[src/rtl/alu4_reg_if.sv]
// Operand/select bus and registered result bus of the alu4_reg execution unit.
// The master drives operation and operands; the slave returns the registered result.
interface alu4_reg_if #(
    parameter int WIDTH = 4
);
    logic             m;
    logic             s1;
    logic             s0;
    logic [WIDTH-1:0] A;
    logic [WIDTH-1:0] B;
    logic [WIDTH-1:0] out;
    logic             carry;
    logic             zero;

    modport master (
        output m, s1, s0, A, B,
        input  out, carry, zero
    );

    modport slave (
        input  m, s1, s0, A, B,
        output out, carry, zero
    );
endinterface

[src/rtl/alu4_reg.sv]
// Registered ALU: four unsigned arithmetic ops and four logic ops.
// Result, carry/borrow and zero flag are all captured on the same edge.
module alu4_reg #(
    parameter int WIDTH = 4
) (
    input logic       clk,
    input logic       rst,
    alu4_reg_if.slave bus
);
    logic [WIDTH-1:0] out_q, out_d;
    logic             carry_q, carry_d;
    logic             zero_q, zero_d;
    logic [WIDTH:0]   sum;

    always_comb begin
        out_d   = '0;
        carry_d = 1'b0;
        sum     = '0;
        case ({bus.m, bus.s1, bus.s0})
            3'b000: begin
                sum     = {1'b0, bus.A} + {1'b0, bus.B};
                out_d   = sum[WIDTH-1:0];
                carry_d = sum[WIDTH];
            end
            3'b001: begin
                out_d   = bus.A - bus.B;
                carry_d = (bus.A < bus.B);
            end
            3'b010: begin
                sum     = {1'b0, bus.A} + (WIDTH+1)'(1);
                out_d   = sum[WIDTH-1:0];
                carry_d = sum[WIDTH];
            end
            3'b011: begin
                out_d   = bus.A - WIDTH'(1);
                carry_d = (bus.A == '0);
            end
            3'b100:  out_d = bus.A & bus.B;
            3'b101:  out_d = bus.A | bus.B;
            3'b110:  out_d = bus.A ^ bus.B;
            default: out_d = ~bus.A;
        endcase
        // Flag follows the next-state result, never the live inputs.
        zero_d = (out_d == '0);
    end

    always_ff @(posedge clk) begin
        if (rst) begin
            out_q   <= '0;
            carry_q <= 1'b0;
            zero_q  <= 1'b1;
        end else begin
            out_q   <= out_d;
            carry_q <= carry_d;
            zero_q  <= zero_d;
        end
    end

    assign bus.out   = out_q;
    assign bus.carry = carry_q;
    assign bus.zero  = zero_q;
endmodule

[src/flat_wrapper.sv]
// flat-port wrapper written by rule: the top's interface ports become plain ports
module alu4_reg_flat 
#(
    parameter int WIDTH = 4
)
  (clk, rst, bus_m, bus_s1, bus_s0, bus_A, bus_B, bus_out, bus_carry, bus_zero);
  alu4_reg_if #(.WIDTH(WIDTH)) bus_i ();
  input logic clk;
  input logic rst;
  input wire logic [$bits(bus_i.m)-1:0] bus_m;
  input wire logic [$bits(bus_i.s1)-1:0] bus_s1;
  input wire logic [$bits(bus_i.s0)-1:0] bus_s0;
  input wire logic [$bits(bus_i.A)-1:0] bus_A;
  input wire logic [$bits(bus_i.B)-1:0] bus_B;
  output wire logic [$bits(bus_i.out)-1:0] bus_out;
  output wire logic [$bits(bus_i.carry)-1:0] bus_carry;
  output wire logic [$bits(bus_i.zero)-1:0] bus_zero;
  assign bus_i.m = bus_m;
  assign bus_i.s1 = bus_s1;
  assign bus_i.s0 = bus_s0;
  assign bus_i.A = bus_A;
  assign bus_i.B = bus_B;
  assign bus_out = bus_i.out;
  assign bus_carry = bus_i.carry;
  assign bus_zero = bus_i.zero;
  alu4_reg #(.WIDTH(WIDTH)) u_core (.clk(clk), .rst(rst), .bus(bus_i));
endmodule
[config.mk]
export PLATFORM = sky130hd
export DESIGN_NAME = alu4_reg_flat
export DESIGN_NICKNAME = d
export VERILOG_FILES = /design/src/rtl/alu4_reg_if.sv /design/src/rtl/alu4_reg.sv /design/src/flat_wrapper.sv
export SDC_FILE = /design/constraint.sdc
export NUM_CORES = 1
export LEC_CHECK = 0
export ABC_CLOCK_PERIOD_IN_PS = 2000
export BUFFER_PORTS_ARGS = -buffer_cell sky130_fd_sc_hd__buf_2
export CAP_MARGIN = 20
export CORE_MARGIN = 2
export CORE_UTILIZATION = 40
export DETAILED_ROUTE_END_ITERATION = 16
export GPL_TIMING_DRIVEN = 0
export SLEW_MARGIN = 20
export SYNTH_ARGS = -nofsm -noshare
export SYNTH_HDL_FRONTEND = slang
export SYNTH_SLANG_ARGS = --single-unit
[constraint.sdc]
create_clock -name clk -period 2 [get_ports clk]
set_clock_uncertainty 0.05 [all_clocks]
set_input_delay 0.1 -clock clk [delete_from_list [all_inputs] [get_ports clk]]
set_output_delay 0.1 -clock clk [all_outputs]
set_load 0.1 [all_outputs]
==> summary.md, run 1 <==
| Metric | Value |
|---|---|
| Hold path start | rst |
| Setup bufs post-CTS | 0 |
| Pwr Total | 0.524 mW |
| YS warnings | 0 |
| Top-count cell post-synth | ha_1 |
| Ys async rst share | 0% |
| Clock Tree Buf Depth | 2 |
| Final wirelength | 1900 um |
| Initial antenna violation count | 0 |
| FF+latch count, synth | 6 |
| Detailed placement HPWL | 1530 um |
| Pwr Density | 502 mW/mm^2 |
| Layout cell share with drive strength beyond 1 | ~27% |
| Peak supply drop | a little under 0.3 mV |
| Post-route ant nets | 0 |
| Synth top area share | between 20% and 30% |
| Drt first pass iters | 3 |
| HP Class | input pin to flop |
| Fmax achieved | around 530 MHz |
| Final hold violation count | 0 |
| Initial Util | 43.2% |
| Clk root buf | clkbuf_4 |
| WS Path Type | input pin to flop |
| Data arrival time of the worst path | roughly 2000 ps |
| Die height | approximately 50 um |
| Grt ovf | 0 |
| Total CTS buffers | 3 |
| EDFF count, synth | 0 |
| IO Pins | 19 |
| Hold Path End | u_core.bus.out[1] |
| Worst hold path cell count | 2 |
| Cell Area, Placed | ~1000 sq um |
| Clock tree sinks | 6 |
| Max Cap Viol | 0 |
| Hold WS | ~17 ps |
| Max Slew Vio Count | 0 |
| Mapped Area | between 800 and 900 sq um |
| Leading area contributor after synthesis | ha_1 |
| Die area | between 0.002 and 0.003 sq mm |
| Core footprint | 0.00198 sq mm |
| List of most frequent post-synthesis cells | ha_1, inv_1, nand2_1, o21ai_0 |
| IO buf count | 17 |
| First-pass GRT wire length | just over 3000 um |
| Worst-path clk slew | roughly 40 ps |
| Normalized max-slew margin | around 68% |
| Area contributors post-synth | ha_1, dfxtp_1, inv_1 |
| Net Count, Synth | about 140 |
| Post-route core utilization | between 50 and 60% |
| Final instance area | roughly 0.0010 sq mm |
| Vias in the first global route | between 700 and 800 |
| Mapped Avg Cell Area | between 7 and 8 sq um |
| CTS tree | yes |
| Routed wire per std cell | ~12 um |
| Largest net degree at the start of global routing | 11 |
| RSZ-0062 raised after global routing | false |
| Drc violations | 0 |
| H-Tree Depth | 1 |
| GRT Util Overall | roughly 15% |
| Rows | 16 |
| Cells after Synth | about 110 |
| Required time of the critical path | roughly 2100 ps |
| Ys flop type | dfxtp_1 |
| Area Overhead vs Synth | 21.9% |
| Fin crit share | 95.1% |
| Final min period | about 1900 ps |
| Endpoints failing setup | 0 |
| Leakage power | 0.472 nW |
| Nets@finish | 163 |
| GP Congestion | between 0.7 and 0.8 |
| Vias per cell | roughly 5.2 |
| Ant diodes | 0 |
| Synth cell types | 36 |
| Die X-Extent | about 50 um |
| Nature of the critical path endpoint | flop |
| Via count | slightly above 800 |
| Initial drt markers | 7 |
| Outcome | complete, no violations |
| Hold buffer count at CTS | 0 |
| Worst-margin pin slew | 484 ps |
| Critical path launch point type | input pin |
| Critical Path Fanout Max | 7 |
| Register area share after synthesis | between 10% and 20% |
## state kept, by name, indices dropped and copies added (netlist names)
name              count
u_core.bus.zero       1
u_core.bus.out        4
u_core.bus.carry      1
## how the worst max path moves through the flow
stage / cells after the start / slack (ps) / start / endpoint
after floorplan: 9 / 90 / bus_A[2] / u_core.bus.zero
after global placement: 9 / -230 / bus_A[0] / u_core.bus.zero
after detailed placement: 9 / -250 / bus_A[0] / u_core.bus.zero
after CTS: 10 / 10 / bus_A[2] / u_core.bus.zero
after global routing: 10 / 4 / bus_A[0] / u_core.bus.zero
final: 9 / 100 / bus_A[1] / u_core.bus.zero
## through the flow
step                      instances  setup WS, ps  setup TNS (ps)
after detailed placement        155          -251            -519
after CTS                       158          11.8               0
after floorplan                 111          89.9               0
after global routing            158          4.08               0
final                           158          98.7               0
after global placement          155          -228            -428
## power breakdown
group	leakage, nW	switching [mW]	total, mW	internal [mW]
clock	0.0138	0.0391	0.107	0.0676
sequential	0.0500	0.00177	0.133	0.131
combinational	0.409	0.193	0.285	0.0917
total	0.472	0.234	0.524	0.290
## routing by layer
layer,vias to the layer above,GRT usage (%),wire length [um]
met3,0,0.893,47
met5,-,0,0
li1,430,-,-
met2,12,28.1,936
met1,382,19.3,916
met4,0,5.41,0
## cells in the final DEF, fill, tap and decap left out, drive strengths merged
| cell type | instances |
|---|---|
| a21oi | 7 |
| o21ai | 8 |
| or3 | 1 |
| and2 | 1 |
| o31ai | 2 |
| dfxtp | 6 |
| mux4 | 1 |
| nand2 | 8 |
| a211oi | 1 |
| nor2 | 8 |
| nand2b | 1 |
| clkbuf | 6 |
| inv | 15 |
| nor3 | 4 |
| o2bb2ai | 1 |
| o21bai | 1 |
| a31o | 1 |
| nor4 | 1 |
| fa | 2 |
| mux2i | 1 |
| a31oi | 3 |
| a311o | 1 |
| xnor2 | 5 |
| nor3b | 1 |
| o22ai | 1 |
| a221oi | 2 |
| buf | 20 |
| ha | 15 |
| nand3b | 1 |
| o211ai | 1 |
| nand3 | 4 |
| o311ai | 1 |
## cells by family after synthesis
logic type,count (synthesis),share of synthesized area (%)
XOR/XNOR,5,5.11
adder cells (fa/ha/maj),17,26.6
AO/OA/AOI/OAI,30,23.5
buffers and inverters,21,10.4
AND/OR/NAND/NOR,30,16.6
multiplexers,2,3.80
flip-flops,6,14.0
## area by class of cell
cell class	count	area, sq um
timing repair buffer	17	85.1
clock buffer	3	22.5
buffer	6	32.5
tap	27	33.8
multi-input combinational	84	694
sequential	6	120
fill	210	937
inverter	15	56.3
## worst max-delay path, stage by stage
cell      delay (ps)
buf_2            180
inv_2            100
ha_1             330
a21oi_2          170
nor3_2            50
a211oi_2         240
xnor2_1          110
mux4_2           480
o31ai_2          240
## timing repair
item / in CTS / in global routing
gates resized for setup: 1 / 8
pin swaps: 0 / 1
setup endpoints to repair: 1 / 2
Note: power is estimated with default switching activity, not from simulation.
==> run 2, diff against run 1 <==
- ABC_CLOCK_PERIOD_IN_PS: 2000 -> 2160
- CTS_CLUSTER_SIZE: default -> 40
- clock period: 2 -> 2.16 ns (I/O delays scaled with it)
==> summary.md, run 2 (synthesis gave the netlist of run 1 again) <==
| Metric | Value |
|---|---|
| Most frequent cells in the layout | buf_2, ha_1, inv_1 |
| Worst-margin pin slew | 484 ps (unchanged) |
| Final worst slack | 168 ps (+69.8 ps) |
| Endpoints failing setup | 0 (unchanged) |
| Max Slew Vio Count | 0 (unchanged) |
| Final wirelength | 1840 um (-3.1%) |
| Core footprint | 0.00198 sq mm (unchanged) |
| Worst-path clk slew | 50 ps (about the same) |
| Drt first pass iters | 4 (+1) |
| Sw Share | 44.4% (-0.18 points) |
| Total CTS buffers | 3 (unchanged) |
| Die height | 50.3 um (unchanged) |
| IO buf count | 17 (unchanged) |
| Setup bufs post-CTS | 0 (unchanged) |
| Nets@finish | 163 (unchanged) |
| Max Cap Viol | 0 (unchanged) |
| Grt ovf | 0 (unchanged) |
| Initial drt markers | 14 (+7) |
| Post-Route Setup TNS | 0 ps (unchanged) |
| Drc violations | 0 (unchanged) |
| Fillers | 214 (+1.9%) |
| Nature of the critical path endpoint | flop |
| Routed wire per std cell | 11.7 um (-3.1%) |
| Area Overhead vs Synth | 16.5% |
| RSZ-0062 raised after global routing | false |
| H-Tree Depth | 1 (unchanged) |
| Final min period | ~2000 ps |
| Clock tree sinks | 6 (unchanged) |
| IO Pins | 19 (unchanged) |
| Vias in the first global route | 753 (unchanged) |
| Peak supply drop | 0.274 mV (-7.5%) |
| Layout cell share with drive strength beyond 1 | 22.1% (-5.3 points) |
| Max reg flops | 4 (unchanged) |
| Register share of total power | 26.0% (+0.6 points) |
| Hold buffer count at CTS | 0 (unchanged) |
| Clk root buf | clkbuf_4 |
| Placed insts | 155 (unchanged) |
| Detailed placement HPWL | 1530 um (unchanged) |
| NetSw | 0.210 mW (-10%) |
| Required time of the critical path | 2260 ps (+160 ps) |
| Largest net degree at the start of global routing | 11 (unchanged) |
| Die X-Extent | 50.3 um (unchanged) |
| Rows | 16 (unchanged) |
| Fin cells | 158 (unchanged) |
| Via count | 829 (+0.61%) |
| Leakage power | 0.471 nW (-0.34%) |
| Die area | 0.00253 sq mm (unchanged) |
| Critical Path Fanout Max | 6 (-1) |
| Vias per cell | 5.25 (+0.61%) |
| Post_cts resized | 0 (-1) |
| Cell Area, Placed | 976 sq um (unchanged) |
| Critical path launch point type | input pin |
| Fin crit share | about 92% |
| Initial antenna violation count | 0 (unchanged) |
| Logic pwr share | 52.9% (-1.4 points) |
| Commonest non-fill, non-tap cell in the layout | buf_2 |
| WS Path Type | input pin to flop |
| Part of the power in the clock network | 21.0% (+0.7 points) |
| Int Pwr | 0.263 mW (-9.5%) |
| Normalized max-slew margin | 67.9% (unchanged) |
| Dpl ws | -99.1 ps (+152 ps) |
| Clock Tree Buf Depth | 2 (unchanged) |
| Ant diodes | 0 (unchanged) |
| Final instance area | 998 sq um (-4.4%) |
| Post-route ant nets | 0 (unchanged) |
| Initial Util | 43.2% (unchanged) |
| First-pass GRT wire length | 3090 um (unchanged) |
| Final hold violation count | 0 (unchanged) |
| Fmax achieved | around 500 MHz |
| GP Congestion | 0.767 (unchanged) |
| HP Class | input pin to flop |
| Data arrival time of the worst path | 2090 ps (+90 ps) |
| CTS tree | yes |
| Pwr Density | 473 mW/mm^2 (-5.6%) |
| Outcome | complete, no violations |
| GRT Util Overall | 15.5% (unchanged) |
## run 2: power groups by stage
stage / clock (mW) / combinational (mW) / sequential [mW]
finish: 0.0994 / 0.250 / 0.123
global route: 0.105 / 0.273 / 0.124
CTS: 0.106 / 0.252 / 0.123
detailed placement: 0 / 0.251 / 0.125
global placement: 0 / 0.248 / 0.125
floorplan: 0 / 0.118 / 0.201
## run 2: critical path: stages
cell	delay (ps)
buf_2	100
buf_2	170
inv_1	80
ha_1	380
inv_1	90
nor3_1	220
a211oi_2	80
xnor2_1	140
mux4_2	480
o31ai_2	240
## run 2: through the flow
stage / util [%] / hold WS [ps] / power [mW]
after floorplan: - / 130 / 0.319
after global placement: 49.2 / 269 / 0.373
after detailed placement: 49.2 / 277 / 0.377
after CTS: 50.4 / 13.8 / 0.481
after global routing: 50.4 / 27.4 / 0.502
final: 50.4 / 26.7 / 0.473
## run 2: worst paths after layout
path / startpoint / end / depth (start not counted)
max: bus_A[2] / u_core.bus.zero / 10
min: rst / u_core.bus.out[1] / 2
## run 2: final cells by class
type	count	area (sq um)	area share, %
clock buffer	3	22.5	2.26
sequential	6	120	12.0
inverter	15	56.3	5.64
multi-input combinational	84	648	64.9
buffer	6	32.5	3.26
timing repair buffer	17	85.1	8.52
tap	27	33.8	3.38
## run 2: metal layers
| metal | share of wire (%) | global-route usage [%] | vias up |
|---|---|---|---|
| met5 | 0 | 0 | - |
| met4 | 0 | 5.41 | 0 |
| met3 | 3.0 | 0.893 | 0 |
| met2 | 50 | 28.1 | 18 |
| met1 | 47 | 19.3 | 381 |
| li1 | - | - | 430 |
==> run 3, diff against run 2 <==
- CORE_MARGIN: 2 -> 3
- CORE_UTILIZATION: 40 -> 30
==> summary.md, run 3 (synthesis gave the netlist of run 1 again) <==
| Metric | Value |
|---|---|
| Hold buffer count at CTS | 0 (unchanged) |
| Top layer used by detailed routing | met4 |
| Fin crit share | 93.6% (+1.4 points) |
| Total CTS buffers | 3 (unchanged) |
| Met3 Wirelength | 88 um (+57%) |
| Final min period | 2020 ps (+29.3 ps) |
| Hold path start | rst |
| Clock Tree Buf Depth | 2 (unchanged) |
| Initial drt markers | 17 (+3) |
| Nets@finish | 163 (unchanged) |
| Pwr Density | 472 mW/mm^2 (-0.41%) |
| First-pass GRT wire length | 3450 um (+12%) |
| Final wirelength | 2010 um (+8.9%) |
| Clk root buf | clkbuf_4 |
| Nature of the critical path endpoint | flop |
| H-Tree Depth | 1 (unchanged) |
| Post-Route Setup TNS | 0 ps (unchanged) |
| Max reg flops | 4 (unchanged) |
| DR WL met2 | 1030 um (+13%) |
| Post-route ant nets | 0 (unchanged) |
| Initial antenna violation count | 0 (unchanged) |
| Die area | 0.00353 sq mm (+40%) |
| Max Cap Viol | 0 (unchanged) |
| Outcome | complete, no violations |
| Worst-margin pin slew | 486 ps (+1.51 ps) |
| Worst-path clk slew | 40 ps (about the same) |
| Drc violations | 0 (unchanged) |
| Commonest non-fill, non-tap cell in the layout | buf_2 |
| IO buf count | 17 (unchanged) |
| CTS tree | yes |
| Leakage power | 0.471 nW (unchanged) |
| Drt first pass iters | 4 (unchanged) |
| Ant diodes | 0 (unchanged) |
| Final worst slack | 139 ps (-29.3 ps) |
| Normalized max-slew margin | 67.8% (-0.10 points) |
| Hold WS | 22.2 ps (-4.55 ps) |
| GRT Util Overall | 12.7% (-2.8 points) |
| Die height | 59.5 um (+18%) |
| Via count | 844 (+1.8%) |
| Setup bufs post-CTS | 0 (unchanged) |
| Detailed placement HPWL | 1710 um (+12%) |
| RSZ-0062 raised after global routing | false |
| Post-route core utilization | 38.7% (-12 points) |
| Final hold violation count | 0 (unchanged) |
| Largest net degree at the start of global routing | 11 (unchanged) |
| Vias in the first global route | 816 (+8.4%) |
| WS Path Type | input pin to flop |
| Grt ovf | 0 (unchanged) |
| Critical Path Fanout Max | 6 (unchanged) |
| IO Pins | 19 (unchanged) |
| HP Class | input pin to flop |
| Endpoints failing setup | 0 (unchanged) |
| Layout cell share with drive strength beyond 1 | 22.1% (unchanged) |
| Rows | 18 (+2) |
| Routed wire per std cell | 12.5 um (+6.9%) |
| Pwr Total | 0.473 mW (about the same) |
| Critical path launch point type | input pin |
| Core footprint | 0.00259 sq mm (+31%) |
| Max Slew Vio Count | 0 (unchanged) |
| GP Congestion | 0.754 (-1.8%) |
| Peak supply drop | 0.296 mV (+8.2%) |
| Clock tree sinks | 6 (unchanged) |
| Data arrival time of the worst path | 2120 ps (+30 ps) |
| Post_cts resized | 0 (unchanged) |
| Required time of the critical path | 2260 ps (about the same) |
| Worst hold path cell count | 2 (unchanged) |
| Die X-Extent | 59.5 um (+18%) |
| Crit. Startpoint | bus_A[2] |
| Vias per cell | 5.24 (about the same) |
| Initial Util | 33.1% (-10 points) |
| Dpl ws | -137 ps (-37.9 ps) |
| Area Overhead vs Synth | 16.9% |
| Most frequent cells in the layout | buf_2, ha_1, inv_1 |
| M1 wire length | 873 um (unchanged) |
| Fmax achieved | 495 MHz (-1.5%) |
-- run 3: critical path, cell delays in order --
cell      delay (ps)
buf_2            100
buf_2            180
inv_1             80
ha_1             370
inv_1             90
nor3_1           230
a211oi_2          80
xnor2_1          130
mux4_2           490
o31ai_2          260
-- run 3: per-layer routing --
metal / global-route usage (%) / vias up
met1: 15.6 / 396
met2: 22.3 / 19
met3: 1.53 / 2
met5: 0 / -
met4: 4.85 / 0
li1: - / 427
-- run 3: worst paths after layout --
check | endpoint | slack [ps]
worst min-delay path | u_core.bus.out[0] | 20
worst max-delay path | u_core.bus.zero | 140
-- run 3: area by class of cell --
cell class	count	area (sq um)
inverter	15	56.3
clock buffer	3	22.5
fill	286	1590
timing repair buffer	17	85.1
multi-input combinational	84	648
tap	30	37.5
sequential	6	120
buffer	6	32.5
-- run 3: report_power, final --
group	leakage, nW	internal (mW)	switching, mW
sequential	0.0500	0.122	0.00191
clock	0.0138	0.0625	0.0354
combinational	0.407	0.0784	0.173
-- run 3: through the flow --
stage	area, sq um	cells
3_3_place_gp	980	158
2_1_floorplan	857	111
5_1_grt	1000	161
6_report	1000	161
4_1_cts	1000	161
3_5_place_dp	980	158
